$ cat config.mk
export PLATFORM = sky130hd
export DESIGN_NAME = gmsk_regfile_sb
export DESIGN_NICKNAME = d
export VERILOG_FILES = /design/src/rtl/gmsk_pkg.sv /design/src/rtl/gmsk_sb_bits.sv /design/src/rtl/gmsk_regfile_sb.sv
export SDC_FILE = /design/constraint.sdc
export NUM_CORES = 2
export LEC_CHECK = 0
export CORE_ASPECT_RATIO = 1.25
export CORE_MARGIN = 4
export CORE_UTILIZATION = 30
export DETAILED_ROUTE_END_ITERATION = 7
export PLACE_DENSITY = 0.47
export SLEW_MARGIN = 20
export SYNTH_ARGS = -nofsm -noshare
export SYNTH_HDL_FRONTEND = slang
export SYNTH_SLANG_ARGS = --single-unit
$ cat constraint.sdc
create_clock -name clk -period 3.8 [get_ports clk]
set_input_delay 0.95 -clock clk [delete_from_list [all_inputs] [get_ports clk]]
set_output_delay 0.95 -clock clk [all_outputs]
set_load 0.03 [all_outputs]
$ cat src/rtl/gmsk_pkg.sv
// Shared constants for the GMSK core register file and scoreboard.
package gmsk_pkg;

    localparam int unsigned XLEN_DEFAULT = 32;
    localparam int unsigned NREG_DEFAULT = 32;
    localparam int unsigned REG_ZERO     = 0;

endpackage

$ cat src/rtl/gmsk_sb_bits.sv
// Pending-write scoreboard: one busy bit per register plus a registered popcount.
// Ports:
//   clk, rst           clock, synchronous active-high reset
//   set_en/set_addr    mark a register pending (accepted allocation)
//   clr_en/clr_addr    clear a register's pending bit (writeback)
//   busy               current busy vector (register 0 always 0)
//   busy_cnt           number of set busy bits
module gmsk_sb_bits
    import gmsk_pkg::*;
#(
    parameter int unsigned NREG = NREG_DEFAULT,
    parameter int unsigned AW   = $clog2(NREG),
    parameter int unsigned CW   = $clog2(NREG + 1)
) (
    input  logic            clk,
    input  logic            rst,
    input  logic            set_en,
    input  logic [AW-1:0]   set_addr,
    input  logic            clr_en,
    input  logic [AW-1:0]   clr_addr,
    output logic [NREG-1:0] busy,
    output logic [CW-1:0]   busy_cnt
);

    logic [NREG-1:0] busy_q, busy_d;
    logic [CW-1:0]   cnt_q, cnt_d;
    logic            set_ok, clr_ok, inc, dec;

    // Next busy vector and count delta; a set on the same address as a clear wins.
    always_comb begin
        busy_d = busy_q;
        cnt_d  = cnt_q;
        set_ok = set_en && (set_addr != AW'(REG_ZERO));
        clr_ok = clr_en && (clr_addr != AW'(REG_ZERO));
        inc    = set_ok && !busy_q[set_addr];
        dec    = clr_ok && busy_q[clr_addr] && !(set_ok && (set_addr == clr_addr));
        if (clr_ok) busy_d[clr_addr] = 1'b0;
        if (set_ok) busy_d[set_addr] = 1'b1;
        if (inc && !dec)
            cnt_d = cnt_q + CW'(1);
        else if (dec && !inc)
            cnt_d = cnt_q - CW'(1);
    end

    always_ff @(posedge clk) begin
        if (rst) begin
            busy_q <= '0;
            cnt_q  <= '0;
        end else begin
            busy_q <= busy_d;
            cnt_q  <= cnt_d;
        end
    end

    assign busy     = busy_q;
    assign busy_cnt = cnt_q;

endmodule

$ cat src/rtl/gmsk_regfile_sb.sv
// Integer register file with NRD bypassed read ports and a pending-write scoreboard.
// Ports:
//   clk, rst                     clock, synchronous active-high reset
//   rd_addr/rd_use               per-port read address and operand-needed flag
//   rd_data/rd_busy              combinational read data (wb bypass) and pending flag
//   stall                        any needed operand pending, or allocation refused
//   wb_en/wb_addr/wb_data        writeback
//   alloc_en/alloc_addr          destination claim from issue
//   alloc_stall                  claim refused on WAW hazard
//   dbg_addr/dbg_data            architectural read, no bypass
//   busy_cnt                     number of pending registers
module gmsk_regfile_sb
    import gmsk_pkg::*;
#(
    parameter int unsigned XLEN = XLEN_DEFAULT,
    parameter int unsigned NREG = NREG_DEFAULT,
    parameter int unsigned NRD  = 2,
    parameter int unsigned AW   = $clog2(NREG)
) (
    input  logic                      clk,
    input  logic                      rst,
    input  logic [NRD*AW-1:0]         rd_addr,
    input  logic [NRD-1:0]            rd_use,
    output logic [NRD*XLEN-1:0]       rd_data,
    output logic [NRD-1:0]            rd_busy,
    output logic                      stall,
    input  logic                      wb_en,
    input  logic [AW-1:0]             wb_addr,
    input  logic [XLEN-1:0]           wb_data,
    input  logic                      alloc_en,
    input  logic [AW-1:0]             alloc_addr,
    output logic                      alloc_stall,
    input  logic [AW-1:0]             dbg_addr,
    output logic [XLEN-1:0]           dbg_data,
    output logic [$clog2(NREG+1)-1:0] busy_cnt
);

    localparam int unsigned CW = $clog2(NREG + 1);

    logic [XLEN-1:0] mem_q [NREG];
    logic [XLEN-1:0] mem_d [NREG];
    logic [NREG-1:0] busy;
    logic            wb_ok;
    logic            alloc_ok;

    assign wb_ok = wb_en && (wb_addr != AW'(REG_ZERO));

    // Storage update; writes to register 0 are dropped.
    always_comb begin
        for (int i = 0; i < int'(NREG); i++) mem_d[i] = mem_q[i];
        if (wb_ok) mem_d[wb_addr] = wb_data;
    end

    always_ff @(posedge clk) begin
        for (int i = 0; i < int'(NREG); i++) begin
            if (rst) mem_q[i] <= '0;
            else     mem_q[i] <= mem_d[i];
        end
    end

    // A same-cycle writeback to the claimed register retires the old producer, so no WAW.
    assign alloc_stall = alloc_en && (alloc_addr != AW'(REG_ZERO)) && busy[alloc_addr]
                         && !(wb_en && (wb_addr == alloc_addr));
    assign alloc_ok    = alloc_en && (alloc_addr != AW'(REG_ZERO)) && !alloc_stall;

    gmsk_sb_bits #(
        .NREG (NREG),
        .AW   (AW),
        .CW   (CW)
    ) u_sb (
        .clk      (clk),
        .rst      (rst),
        .set_en   (alloc_ok),
        .set_addr (alloc_addr),
        .clr_en   (wb_ok),
        .clr_addr (wb_addr),
        .busy     (busy),
        .busy_cnt (busy_cnt)
    );

    // Read ports with same-cycle writeback bypass.
    for (genvar i = 0; i < int'(NRD); i++) begin : g_rd
        logic [AW-1:0] addr;
        logic          hit;
        assign addr = rd_addr[i*AW +: AW];
        assign hit  = wb_en && (wb_addr == addr);
        assign rd_data[i*XLEN +: XLEN] = (addr == AW'(REG_ZERO)) ? '0
                                       : (hit ? wb_data : mem_q[addr]);
        assign rd_busy[i] = busy[addr] && !hit;
    end

    assign stall    = (|(rd_use & rd_busy)) || alloc_stall;
    assign dbg_data = mem_q[dbg_addr];

endmodule

==> results.yml <==
grt:
  grt_pass1_wl_um: 468000
  grt_max_degree: 147
  antenna_found_initial: 22
  grt_usage_pct: 30.4
  grt_pass1_vias: 57500
  gr-total-overflow: 0
logic_synthesis:
  yosys.area_share.xor_xnor_pct: 0.278
  synth-warning-count: 0
  synth_area_sq_um: 63000
  yosysUniqueCellTypes: 63
  yosys.area_share.simple_pct: 14.7
  yosysTopAreaCellShare_pct: 33.7
  synth_compound_area_share_pct: 11.2
  synth_area_per_cell_sq_um: 9.62
  synth_cells: 6551
  synth_top_family_by_area: "multiplexers"
  ys.flop_type: "dfxtp_1"
  muxShareOfSynthArea_pct: 35.0
  syn-num-nets: 6620
  yosysSeqAreaShare_pct: 33.7
  synthTopCellsByArea: "dfxtp_1 (34%), mux4_2 (31%), nand2_1 (13%), a21oi_1 (8.1%), clkbuf_1 (3.2%)"
  synth_top_area_cell: "dfxtp_1"
  async_reset_ff_share_pct: 0
  synth_edf_count: 0
  synthAdderAreaFrac_pct: 0.131
  synth-seq-cells: 1062
worst_setup_path:
  crit_path_start_kind: "primary input"
  rr_worst_depth: 13
  worstReg2RegStart: "u_sb.busy[5]"
  worstSetupEndpoint: "rd_data[17]"
  worstPathArrival_ps: 3150
  startpoint: "rd_addr[0]"
  reg2reg_to: "u_sb.busy_cnt[5]"
  critical_path_class: "primary input to output port"
  reg2reg_slack_ps: 740
  critPathMaxFanout: 6
  cp_data_required_time_ps: 2850
  cp-end-kind: "output port"
status:
  violations: "negative setup slack"
  status: "complete, but fails checks"
floorplan:
  core_sq_um: 208000
  die_w_um: 418
  start_util_pct: 30.3
  ioPinCount: 169
  num_rows: 187
  chipHeight_um: 520
  dieArea_sq_um: 217000
clocking:
  clock_sinks: 1062
  numCtsBuffers: 114
  ctsHoldBuffers: 0
  cts.clk_slew.worst_paths_ps: 60
  cts_root_buf: "clkbuf_16"
  cts_tree: "yes"
  htreeDepth: 3
  cts_buffer_depth: 3
  insertion_delay_ps: 770
detailed_routing:
  wl_per_cell_um: 34.8
  drc_errors: 0
  vias: 60300
  first_iter_violations: 7907
  drt.antenna.violating_nets: 0
  via_per_inst: 6.16
  dr.pass1.iters: 6
  routed_wl_um: 341000
finish:
  area_growth_pct: 31.6
  instances_no_fill: 9801
  drive_gt1_share_pct: 33.5
  design_area_sq_um: 82900
  fin_util_pct: 39.8
  final_cell_mix: "nand2_1 (2,051), dfxtp_1 (1,062), a21oi_1 (1,012), mux4_2 (873), buf_4 (458)"
  n_fill_cell: 20100
  final_common_cell: "nand2_1"
  nets: 7022
sta:
  period_share_pct: 108
  hold_violations: 0
  slew-limit-headroom_pct: 25.6
  fin_ws_ps: -305
  fin_worst_skew_ps: 9.45
  slew_violations: 0
  max_freq_ghz: 0.244
  grt_setup_unrepaired: "true"
  setup_viol: 97
  worst-slew-pin-transition_ps: 1120
  fin_crit_ps: 4100
placement:
  port_buffers: 168
  place.gp.congestion: 0.918
  dp_hpwl_um: 211000
  placedCellCount: 9403
  placed_area_sq_um: 73400
pwr:
  ir_drop_mv: 0.371
  total_power_mw: 28.0
  leakagePower_nw: 28.2
  power_density_nw_per_um2: 337
flow_run:
  max_cap_viol_count: 0
worst_hold_path:
  min_path_type: "flip-flop to flip-flop"
-- cells by family (layout without fill, tap and decap cells) --
group,Yosys count,count (layout)
xor gates and xnor gates,20,20
and+or+nand+nor,2347,2347
other,0,16
DFF,1062,1062
muxes,1095,1095
adders and majority gates,6,6
AOI/OAI and AO/OA,1295,1295
buffers and inverters,726,1220
-- registers in the layout, summed over array words and instances, names as in the netlist --
register       flops
u_sb.busy         32
u_sb.busy_cnt      6
mem_q           1024
-- how the worst min path moves through the flow --
stage	start	end	slack, ps	depth (start not counted)
2_1_floorplan	mem_q[22][18]	mem_q[22][18]	450	2
3_3_place_gp	mem_q[18][26]	mem_q[18][26]	460	2
3_5_place_dp	mem_q[14][26]	mem_q[14][26]	470	2
4_1_cts	mem_q[14][26]	mem_q[14][26]	480	2
5_1_grt	mem_q[26][22]	mem_q[26][22]	490	2
6_report	mem_q[10][20]	mem_q[10][20]	480	2
-- metal layers --
metal,track usage [%],vias to the layer above,part of all wire (%)
li1,-,24600,-
met1,36.2,30400,35
met2,47.6,4154,45
met3,6.99,1207,10
met4,23.5,12,9.2
met5,0,-,0.024
-- cells in the mapped netlist, types with 6 or more instances --
| master | n |
|---|---|
| o211ai_1 | 10 |
| nand3_1 | 19 |
| clkbuf_2 | 9 |
| clkbuf_1 | 544 |
| nand2b_1 | 7 |
| a22oi_1 | 13 |
| and3_1 | 12 |
| xor2_1 | 12 |
| mux4_2 | 872 |
| mux2_2 | 59 |
| buf_1 | 26 |
| mux2i_1 | 159 |
| nand2_1 | 2099 |
| o41ai_1 | 7 |
| o31ai_1 | 27 |
| dfxtp_1 | 1062 |
| buf_6 | 9 |
| a32oi_1 | 6 |
| a21oi_1 | 1024 |
| a221oi_1 | 39 |
| or3_1 | 7 |
| a22o_1 | 22 |
| nor2_1 | 88 |
| nor3_1 | 7 |
| nor2b_1 | 41 |
| xnor2_1 | 8 |
| buf_4 | 32 |
| o22ai_1 | 51 |
| nand3b_1 | 38 |
| buf_2 | 93 |
| o21ai_0 | 65 |
-- worst max-delay path, stage by stage --
cell,delay (ps)
buf_16,160
buf_16,180
buf_12,150
mux4_2,520
mux4_2,620
o22ai_4,300
nor2_4,80
buf_12,150
-- report_power, final --
group | total [mW] | switching (mW) | internal (mW)
registers | 11.3 | 0.0930 | 11.2
logic | 4.57 | 2.58 | 1.99
clock network | 12.1 | 5.20 | 6.89
total | 28.0 | 7.87 | 20.1
-- through the flow --
stage | hold slack [ps] | worst slack, ps | setup TNS [ps]
floorplan | 451 | -131 | -131
CTS | 478 | -309 | -16790
finish | 478 | -305 | -16850
global placement | 459 | -1300 | -52350
detailed placement | 469 | -870 | -51590
global route | 494 | -285 | -18060
-- cell type report --
| type | instances | area, sq um | area share, % |
|---|---|---|---|
| multi-input combinational | 4763 | 40800 | 49.2 |
| clock buffer | 164 | 3290 | 3.97 |
| tap | 2740 | 3430 | 4.13 |
| inverter | 6 | 26.3 | 0.0317 |
| clock inverter | 44 | 608 | 0.733 |
| antenna | 16 | 40.0 | 0.0483 |
| timing repair buffer | 1006 | 13500 | 16.2 |
| sequential | 1062 | 21300 | 25.6 |
-- what timing repair did --
item	4_1_cts	5_1_grt
buffers inserted	125	45
gates resized for setup	547	167
gates cloned	48	11
setup endpoints to repair	100	100
pin swaps	102	97
No activity file was read; power rests on OpenSTA's default activity.
